==> src/rtl/dcache_pkg.sv <==
// Shared definitions for the L1 data cache: request/response bus layout,
// MA control bit positions and FSM state encodings.
package dcache_pkg;

  // MA control field bits
  localparam int unsigned MA_EN = 0;
  localparam int unsigned MA_RW = 1;  // 1 = write

  // Request bus {addr, wdata, MA}
  localparam int unsigned BUS_IN_W      = 66;
  localparam int unsigned BUS_MA_LSB    = 0;
  localparam int unsigned BUS_MA_MSB    = 1;
  localparam int unsigned BUS_WDATA_LSB = 2;
  localparam int unsigned BUS_WDATA_MSB = 33;
  localparam int unsigned BUS_ADDR_LSB  = 34;
  localparam int unsigned BUS_ADDR_MSB  = 65;

  // Response bus {miss, rdata}
  localparam int unsigned BUS_OUT_W    = 33;
  localparam int unsigned BUS_MISS_BIT = 32;

  // Controller FSM states
  localparam logic [1:0] StIdle   = 2'd0;
  localparam logic [1:0] StRefill = 2'd1;
  localparam logic [1:0] StWrite  = 2'd2;
  localparam logic [1:0] StWdone  = 2'd3;

endpackage

==> src/rtl/dcache_line_ram.sv <==
// Tag, valid and data storage for a direct-mapped cache. Reads are
// combinational; word writes and tag/valid sets are synchronous. Only the
// valid bits are reset, which is enough to make every line miss.
module dcache_line_ram
  import dcache_pkg::*;
#(
  parameter int unsigned INDEX_BITS  = 4,
  parameter int unsigned OFFSET_BITS = 2,
  parameter int unsigned ADDR_W      = 32,
  parameter int unsigned TAG_W       = ADDR_W - INDEX_BITS - OFFSET_BITS - 2
) (
  input  logic                   clk,
  input  logic                   rst_n,
  // Lookup port
  input  logic [INDEX_BITS-1:0]  rd_index,
  input  logic [OFFSET_BITS-1:0] rd_offset,
  output logic [TAG_W-1:0]       rd_tag,
  output logic                   rd_valid,
  output logic [ADDR_W-1:0]      rd_word,
  // Word write port
  input  logic                   wr_en,
  input  logic [INDEX_BITS-1:0]  wr_index,
  input  logic [OFFSET_BITS-1:0] wr_offset,
  input  logic [ADDR_W-1:0]      wr_word,
  // Tag install port (marks the line valid)
  input  logic                   set_en,
  input  logic [INDEX_BITS-1:0]  set_index,
  input  logic [TAG_W-1:0]       set_tag
);

  localparam int unsigned NumLines = 1 << INDEX_BITS;
  localparam int unsigned NumWords = NumLines << OFFSET_BITS;

  logic [TAG_W-1:0]  tag_q  [NumLines];
  logic [ADDR_W-1:0] data_q [NumWords];
  logic [NumLines-1:0] valid_q;

  // Combinational lookup
  always_comb begin
    rd_tag   = tag_q[rd_index];
    rd_valid = valid_q[rd_index];
    rd_word  = data_q[{rd_index, rd_offset}];
  end

  // Valid bits: cleared asynchronously, set when a refill completes
  always_ff @(posedge clk or negedge rst_n) begin
    if (!rst_n) begin
      valid_q <= '0;
    end else if (set_en) begin
      valid_q[set_index] <= 1'b1;
    end
  end

  // Tag array, written together with the valid bit
  always_ff @(posedge clk) begin
    if (set_en) begin
      tag_q[set_index] <= set_tag;
    end
  end

  // Data array, one word per write
  always_ff @(posedge clk) begin
    if (wr_en) begin
      data_q[{wr_index, wr_offset}] <= wr_word;
    end
  end

endmodule

==> src/rtl/dcache_ctrl.sv <==
// Direct-mapped, write-through, no-write-allocate L1 data cache controller.
// Read hits return in the same cycle; misses refill a whole line one word at
// a time over a req/ack port; stores always write through and stall until
// the memory acknowledges.
module dcache_ctrl
  import dcache_pkg::*;
#(
  parameter int unsigned INDEX_BITS  = 4,
  parameter int unsigned OFFSET_BITS = 2,
  parameter int unsigned ADDR_W      = 32
) (
  input  logic                 Clk,
  input  logic                 Rst,
  input  logic [BUS_IN_W-1:0]  Dcache_bus_in,
  output logic [BUS_OUT_W-1:0] Dcache_bus_out,
  output logic                 mem_req,
  output logic                 mem_we,
  output logic [ADDR_W-1:0]    mem_addr,
  output logic [ADDR_W-1:0]    mem_wdata,
  input  logic [ADDR_W-1:0]    mem_rdata,
  input  logic                 mem_ack
);

  localparam int unsigned TAG_W = ADDR_W - INDEX_BITS - OFFSET_BITS - 2;

  // Request decode
  logic [1:0]             ma;
  logic                   req_en;
  logic                   req_rw;
  logic [ADDR_W-1:0]      req_addr;
  logic [ADDR_W-1:0]      req_wdata;
  logic [OFFSET_BITS-1:0] req_offset;
  logic [INDEX_BITS-1:0]  req_index;
  logic [TAG_W-1:0]       req_tag;
  logic                   unused_addr_lsbs;

  assign ma         = Dcache_bus_in[BUS_MA_MSB:BUS_MA_LSB];
  assign req_en     = ma[MA_EN];
  assign req_rw     = ma[MA_RW];
  assign req_addr   = Dcache_bus_in[BUS_ADDR_MSB:BUS_ADDR_LSB];
  assign req_wdata  = Dcache_bus_in[BUS_WDATA_MSB:BUS_WDATA_LSB];
  assign req_offset = req_addr[OFFSET_BITS+1:2];
  assign req_index  = req_addr[OFFSET_BITS+2 +: INDEX_BITS];
  assign req_tag    = req_addr[ADDR_W-1 -: TAG_W];
  assign unused_addr_lsbs = ^req_addr[1:0];

  // Line storage
  logic [TAG_W-1:0]       rd_tag;
  logic                   rd_valid;
  logic [ADDR_W-1:0]      rd_word;
  logic                   hit;
  logic                   ram_wr_en;
  logic [OFFSET_BITS-1:0] ram_wr_offset;
  logic [ADDR_W-1:0]      ram_wr_word;
  logic                   ram_set_en;

  assign hit = rd_valid && (rd_tag == req_tag);

  dcache_line_ram #(
    .INDEX_BITS  (INDEX_BITS),
    .OFFSET_BITS (OFFSET_BITS),
    .ADDR_W      (ADDR_W),
    .TAG_W       (TAG_W)
  ) u_line_ram (
    .clk       (Clk),
    .rst_n     (Rst),
    .rd_index  (req_index),
    .rd_offset (req_offset),
    .rd_tag    (rd_tag),
    .rd_valid  (rd_valid),
    .rd_word   (rd_word),
    .wr_en     (ram_wr_en),
    .wr_index  (req_index),
    .wr_offset (ram_wr_offset),
    .wr_word   (ram_wr_word),
    .set_en    (ram_set_en),
    .set_index (req_index),
    .set_tag   (req_tag)
  );

  // Controller state
  logic [1:0]             state_q, state_d;
  logic [OFFSET_BITS-1:0] cnt_q, cnt_d;
  logic                   fill_done_q, fill_done_d;
  logic                   mem_req_q, mem_req_d;
  logic                   mem_we_q, mem_we_d;
  logic [ADDR_W-1:0]      mem_addr_q, mem_addr_d;
  logic [ADDR_W-1:0]      mem_wdata_q, mem_wdata_d;
  logic                   miss;
  logic [ADDR_W-1:0]      rdata;

  // Next-state, memory port and pipeline response
  always_comb begin
    state_d       = state_q;
    cnt_d         = cnt_q;
    fill_done_d   = fill_done_q;
    mem_req_d     = mem_req_q;
    mem_we_d      = mem_we_q;
    mem_addr_d    = mem_addr_q;
    mem_wdata_d   = mem_wdata_q;
    ram_wr_en     = 1'b0;
    ram_wr_offset = req_offset;
    ram_wr_word   = req_wdata;
    ram_set_en    = 1'b0;
    miss          = 1'b0;
    rdata         = '0;

    unique case (state_q)
      StIdle: begin
        if (req_en) begin
          if (req_rw) begin
            miss        = 1'b1;
            state_d     = StWrite;
            mem_req_d   = 1'b1;
            mem_we_d    = 1'b1;
            mem_addr_d  = {req_addr[ADDR_W-1:2], 2'b00};
            mem_wdata_d = req_wdata;
          end else if (hit) begin
            rdata = rd_word;
          end else begin
            miss        = 1'b1;
            state_d     = StRefill;
            cnt_d       = '0;
            fill_done_d = 1'b0;
            mem_req_d   = 1'b1;
            mem_we_d    = 1'b0;
            mem_addr_d  = {req_tag, req_index, {OFFSET_BITS{1'b0}}, 2'b00};
          end
        end
      end

      StRefill: begin
        miss = 1'b1;
        if (fill_done_q) begin
          // Install the tag one cycle after the last word lands, so the
          // line only becomes visible once all of its data is written.
          ram_set_en  = 1'b1;
          fill_done_d = 1'b0;
          state_d     = StIdle;
        end else if (mem_ack) begin
          ram_wr_en     = 1'b1;
          ram_wr_offset = cnt_q;
          ram_wr_word   = mem_rdata;
          if (cnt_q == {OFFSET_BITS{1'b1}}) begin
            cnt_d       = '0;
            mem_req_d   = 1'b0;
            fill_done_d = 1'b1;
          end else begin
            cnt_d      = cnt_q + 1'b1;
            mem_addr_d = mem_addr_q + ADDR_W'(4);
          end
        end
      end

      StWrite: begin
        miss = 1'b1;
        if (mem_ack) begin
          // Write-through: keep a resident line coherent, never allocate
          ram_wr_en = hit;
          mem_req_d = 1'b0;
          mem_we_d  = 1'b0;
          state_d   = StWdone;
        end
      end

      StWdone: begin
        // Store retires; no lookup this cycle
        state_d = StIdle;
      end

      default: begin
        state_d = StIdle;
      end
    endcase
  end

  // Controller registers
  always_ff @(posedge Clk or negedge Rst) begin
    if (!Rst) begin
      state_q     <= StIdle;
      cnt_q       <= '0;
      fill_done_q <= 1'b0;
      mem_req_q   <= 1'b0;
      mem_we_q    <= 1'b0;
      mem_addr_q  <= '0;
      mem_wdata_q <= '0;
    end else begin
      state_q     <= state_d;
      cnt_q       <= cnt_d;
      fill_done_q <= fill_done_d;
      mem_req_q   <= mem_req_d;
      mem_we_q    <= mem_we_d;
      mem_addr_q  <= mem_addr_d;
      mem_wdata_q <= mem_wdata_d;
    end
  end

  // Outputs; the pipeline response is held quiet while reset is asserted
  always_comb begin
    mem_req        = mem_req_q;
    mem_we         = mem_we_q;
    mem_addr       = mem_addr_q;
    mem_wdata      = mem_wdata_q;
    Dcache_bus_out = Rst ? {miss, rdata} : '0;
  end

endmodule
==> config.mk <==
export PLATFORM = sky130hd
export DESIGN_NAME = dcache_ctrl
export DESIGN_NICKNAME = d
export VERILOG_FILES = /design/src/rtl/dcache_pkg.sv /design/src/rtl/dcache_line_ram.sv /design/src/rtl/dcache_ctrl.sv
export SDC_FILE = /design/constraint.sdc
export NUM_CORES = 2
export LEC_CHECK = 0
export CAP_MARGIN = 0
export CORE_MARGIN = 8
export CORE_UTILIZATION = 44
export CTS_CLUSTER_SIZE = 28
export DETAILED_ROUTE_END_ITERATION = 16
export HOLD_SLACK_MARGIN = 0.15
export REMOVE_ABC_BUFFERS = 1
export SLEW_MARGIN = 20
export SYNTH_ARGS = -nofsm -noshare
export SYNTH_HDL_FRONTEND = slang
export SYNTH_SLANG_ARGS = --single-unit
==> constraint.sdc <==
create_clock -name Clk -period 7.15 [get_ports Clk]
set_input_delay 1.43 -clock Clk [delete_from_list [all_inputs] [get_ports Clk]]
set_output_delay 1.43 -clock Clk [all_outputs]
set_load 0.02 [all_outputs]
Word-level counts from Yosys, hierarchy flattened
Memory sizes are Yosys's and may differ from the RTL's. Cells that the tools add are included.

$add $sub $neg: 2. $lt $le $gt $ge: 2. Equality and inequality tests: 15. Muxes and demuxes: 67. Bitwise gates (word level): 1. Reduce and logical (&&, ||, !) cells: 14.

Operator list (count): $mux 32 (13); $pmux 32 s2 (1); $mux 33 (1); $add 32x3->32 const B (1); $mux 1 (29); $mux 2 (14); $eq 24x24->1 (1); $ne 2x2->1 const B (9); $or 16x16->16 (1); $reduce_and 4->1 (3); $reduce_and 6->1 (2); $pmux 1 s2 (4); $pmux 2 s4 (1); $reduce_and 7->1 (1); $eq 2x2->1 const B (3); $lt 4x5->1 const B (1); $bmux 1 s4 (1); $demux 1 s4 (1); $ge 4x1->1 const B (1); $pmux 2 s2 (1); $reduce_bool 2->1 (2); $ne 3x3->1 const B (1); $pmux 1 s3 (1); $reduce_and 3->1 (1); 6 further kinds (7).

Bits in registers: 87. Memory bits (writable): 2432. Input bits: 101. Output and inout port bits: 99. Logic and storage cells: 111. Memories: 2.

Memories: u_line_ram.data_q (words 64, width 32, read ports 1, clocked after memory_dff 0, wr ports 1, line dcache_line_ram.sv:35) `logic [ADDR_W-1:0] data_q [NumWords];`; u_line_ram.tag_q (words 16, width 24, read ports 1, clocked after memory_dff 0, wr ports 1, line dcache_line_ram.sv:34) `logic [TAG_W-1:0] tag_q [NumLines];`.

Depth between registers and ports, before layout
Depth in word-level cells: 8. Depth in mapped cells: 16. Depth with buffers taken out: 10.

Hierarchy
From an unflattened synthesis, not the netlist that was laid out.

Cells, all modules: 4403. Area, all modules: 97845.1 sq um.

Modules (own cells, without submodules): dcache_line_ram (instances 1, cells an instance 3898, area an instance 93083.0 sq um); dcache_ctrl (instances 1, cells an instance 505, area an instance 4762.1 sq um).

Worst setup path after synthesis
No wires, ideal clock.

Path type: input to output. From: in Dcache_bus_in[38]. To: out Dcache_bus_out[30]. Arrival: 5294 ps. Slack: 426 ps. Stages: 14. Buffers on the path: 5. Cell sequence: buf_6 -> buf_6 -> buf_6 -> buf_6 -> mux4_2 -> mux2i_1 -> nor2_1 -> a2111oi_2 -> nand4_1 -> a211oi_1 -> nand4_1 -> or4_1 -> buf_2 -> a2111oi_0.

Cells in the longest elaborated chain, start to end: 8.

Ends and longest elaborated chain: start: declaration (line dcache_ctrl.sv:14) `input logic [BUS_IN_W-1:0] Dcache_bus_in,`; $mem_v2 16x24 or $bmux 1 s4 (tied branches); $eq 24x24->1 or $mux 1 (tied branches) (line dcache_ctrl.sv:57, dcache_line_ram.sv:41); $logic_and 1x1->1 (line dcache_ctrl.sv:57) `assign hit = rd_valid && (rd_tag == req_tag);`; $mux 32 * (line dcache_ctrl.sv:118) `end else if (hit) begin`; $mux 32 * (line dcache_ctrl.sv:111) `if (req_rw) begin`; $mux 32 * (line dcache_ctrl.sv:110) `if (req_en) begin`; $mux 32 * (line dcache_ctrl.sv:108) `unique case (state_q)`; $mux 33 * (line dcache_ctrl.sv:204) `Dcache_bus_out = Rst ? {miss, rdata} : '0;`; end: declaration (line dcache_ctrl.sv:15) `output logic [BUS_OUT_W-1:0] Dcache_bus_out,`.

Every way passes the cells marked *; elsewhere a longest branch is shown, timed or not. The select of a mux whose other input is x is not followed.

Worst setup path after layout
From: in Dcache_bus_in[38]. To: out Dcache_bus_out[20].

Same word-level chain as after synthesis.

==> metrics.csv <==
metric,value,unit
status,finished clean,
post-DP HPWL,164000,um
PwrDens,302,nW/um^2
register area,75200,sq um
final setup skew,0.0679,ns
postcts setup bufs,0,
Worst-path clk slew,0.06,ns
worst-case clock buffer depth,4,
average cell area after synthesis,21.0,sq um
vias in the first global route,52000,
# hold bufs at CTS,0,
Mapped Cells,4683,
Finished Layout Cells,8432,
pre-CTS WS,0.0606,ns
ys flop type,edfxtp_1,
critical setup path kind,in2out,
CTS tree,done,
Placer Congestion,0.827,
final hold violations,0,
Worst Hold Depth,1,
gr ovfl total,0,
worst vdd ir,313,uV
min-delay src,u_line_ram.valid_q[5],
placed cells,7971,
nets,5383,
fill cell count,17300,
Routed Antenna Nets,0,
CP endpoint kind,primary output,
share of layout cells above drive strength 1,30.0,%
Clock Sinks,2517,
max_cap viols,0,
Global Route Usage Sum,22.8,%
Ports,200,
post-route setup slack,0.137,ns
CP Max Fanout,24,
Syn Std Cell Area,98400,sq um
Initial Utilization,44.3,%
clk_lat worst skew,0.93,ns
Worst Tran Pin Value,1.29,ns
Post-CTS Resized,0,
pin count of the biggest net entering global routing,94,
Setup crit start kind,input port,
Ys Warns,0,
Chip Width,489,um
"Core Util, Final",52.3,%
Layout area overhead,18.0,%
relative slew slack,13.0,%
die height,489,um
Final Slew Violations,0,
hold_ws,0.461,ns
antenna violations before repair,14,
Peak Freq,0.143,GHz
root buffer cell,clkbuf_16,
routed via count,51200,
total CTS buffers,277,
R2R cell count,13,
IO Port Bufs,195,
worst r2r src,u_line_ram.tag_q[7][4],
Pre-antenna DRT Iters,6,
Synth cell types,77,
Required @ worst endpoint,5.72,ns
Hold Path Sink,u_line_ram.valid_q[5],
placed inst area,108000,sq um
residual DRC count,0,
asr flop ratio synth,3.38,%
synthesized flop and latch total,2517,
multi-input logic area,22700,sq um
data arrival time of the critical path,5.58,ns
H-tree Lvls,5,
endpoints failing setup,0,
Rows,173,
Tcrit/Tclk final,98.1,%
P_leak,37.3,nW
fin area,116000,sq um
hold crit path type,reg2reg,
"Seq/Total Area, Yosys",76.4,%
Period minus WS final,7.01,ns
Vias/cell,6.07,
Die Footprint,239000,sq um
Placeable Area,222000,sq um
first-pass GRT wire length,390000,um
wire per inst,32.7,um
WL final,276000,um
R2R Setup Slk,2.60,ns
r2r endpoint,u_line_ram.data_q[4][17],
DR iter-0 viols,6305,
Post-synth EDFFs,2432,
layer usage:
metal	wire length [um]	global-route usage, %	up-vias
li1	-	-	20700
met1	110000	31.0	27800
met2	137000	38.2	2276
met3	22500	4.34	390
met4	6650	5.57	4
met5	26	0	-
worst max path at each step:
stage,startpoint,to,slack [ns],cells after the start
finish,Dcache_bus_in[38],Dcache_bus_out[20],0.14,17
global route,Dcache_bus_in[38],Dcache_bus_out[6],-0.01,17
CTS,Dcache_bus_in[38],Dcache_bus_out[30],0.01,15
detailed placement,Dcache_bus_in[38],Dcache_bus_out[30],0.06,15
global placement,Dcache_bus_in[38],Dcache_bus_out[20],0.07,16
floorplan,Dcache_bus_in[39],Dcache_bus_out[31],-2.09,5
flip-flops by register name, indices dropped and copies added (netlist names):
register            flops
mem_addr               30
cnt_q                   2
mem_we                  1
u_line_ram.valid_q     16
mem_wdata              32
u_line_ram.tag_q      384
mem_req                 1
fill_done_q             1
u_line_ram.data_q    2048
state_q                 2
synth_stat cells (all sizes together) (5+ instances only):
cell     count  area, sq um
o221ai      19          166
mux2        46          518
a2111oi      5         51.3
a22o        15          131
clkbuf     144          541
a221oi      12          111
dfrtp       85         2130
nand3b      15          113
a31oi       17          106
nor2       165          619
nand4       11         68.8
o41ai       27          255
nand2b      17          106
o21ai       72          360
nor4        34          269
mux4       646        14500
nor2b       10         62.6
a21oi       12         60.1
buf        129          647
mux2i       77          771
xnor2       33          289
nor3        45          225
ha           6         75.1
o211ai      18          135
nand3       66          330
or2         22          138
or4b         5         50.1
o32ai        5         43.8
edfxtp    2432        73000
a211o       29          254
inv         38          143
nand2      284         1070
a211oi       9         67.6
and3         7         43.8
o22ai       60          375
a22oi        8         60.1
layout by cell type (no fill, tap or decap), drive strengths merged, types with 7 or more instances in the layout:
| master | n |
|---|---|
| edfxtp | 2432 |
| mux4 | 646 |
| buf | 430 |
| clkbuf | 339 |
| nand2 | 284 |
| nor2 | 165 |
| clkdlybuf4s50 | 156 |
| clkinv | 94 |
| dfrtp | 85 |
| mux2i | 77 |
| o21ai | 72 |
| nand3 | 66 |
| o22ai | 60 |
| mux2 | 46 |
| nor3 | 45 |
| inv | 42 |
| nor4 | 34 |
| xnor2 | 33 |
| a211o | 29 |
| o41ai | 27 |
| or2 | 22 |
| o221ai | 19 |
| o211ai | 18 |
| a31oi | 17 |
| nand2b | 17 |
| bufinv | 17 |
| a22o | 15 |
| nand3b | 15 |
| a21oi | 12 |
| a221oi | 12 |
| nand4 | 11 |
| nor2b | 10 |
| a211oi | 9 |
| a22oi | 8 |
| and3 | 7 |
per-stage QoR:
step | setup TNS (ns) | total power [W]
2_1_floorplan | -43.25 | 0.0198
3_3_place_gp | 0 | 0.0219
3_5_place_dp | 0 | 0.0221
4_1_cts | 0 | 0.0353
5_1_grt | -0.0127 | 0.0361
6_report | 0 | 0.0351
power by group:
part	total [W]	internal, W	leakage [nW]	switching (W)
combinational	0.00430	0.00143	10.3	0.00288
clock	0.0133	0.00781	4.05	0.00553
sequential	0.0175	0.0172	22.9	0.000247
total	0.0351	0.0265	37.3	0.00866
cells by family (layout without fill, tap and decap cells):
| logic type | Yosys count | after routing | share of synthesized area [%] |
|---|---|---|---|
| xor gates and xnor gates | 33 | 33 | 0.294 |
| adders and majority gates | 6 | 6 | 0.0763 |
| buffers and inverters | 312 | 1080 | 1.35 |
| muxes | 769 | 769 | 16.1 |
| other | 1 | 7 | 0.00381 |
| DFF | 2517 | 2517 | 76.4 |
| and+or+nand+nor | 705 | 705 | 3.34 |
| AOI/OAI and AO/OA | 340 | 340 | 2.49 |
area by class of cell:
class                           count  area share, %
Inverter                           39          0.134
Antenna cell                        5         0.0108
Clock buffer                      339           6.29
Tap cell                         2975           3.20
Timing Repair Buffer              586           5.27
Sequential cell                  2517           64.7
Multi-Input combinational cell   1855           19.6
Clock inverter                    116          0.832
critical path, cell delays in order:
cell	delay, ns
buf_8	0.23
buf_4	0.30
and2_1	0.18
buf_4	0.18
a22oi_1	0.12
a21o_1	0.23
a2111oi_2	0.41
buf_4	0.17
a41oi_1	0.10
a211oi_1	0.27
nand4_1	0.15
or4_2	0.67
buf_12	0.21
buf_4	0.24
a211oi_1	0.27
buf_4	0.18
buf_12	0.10
Power figures use the tool's default switching activity.
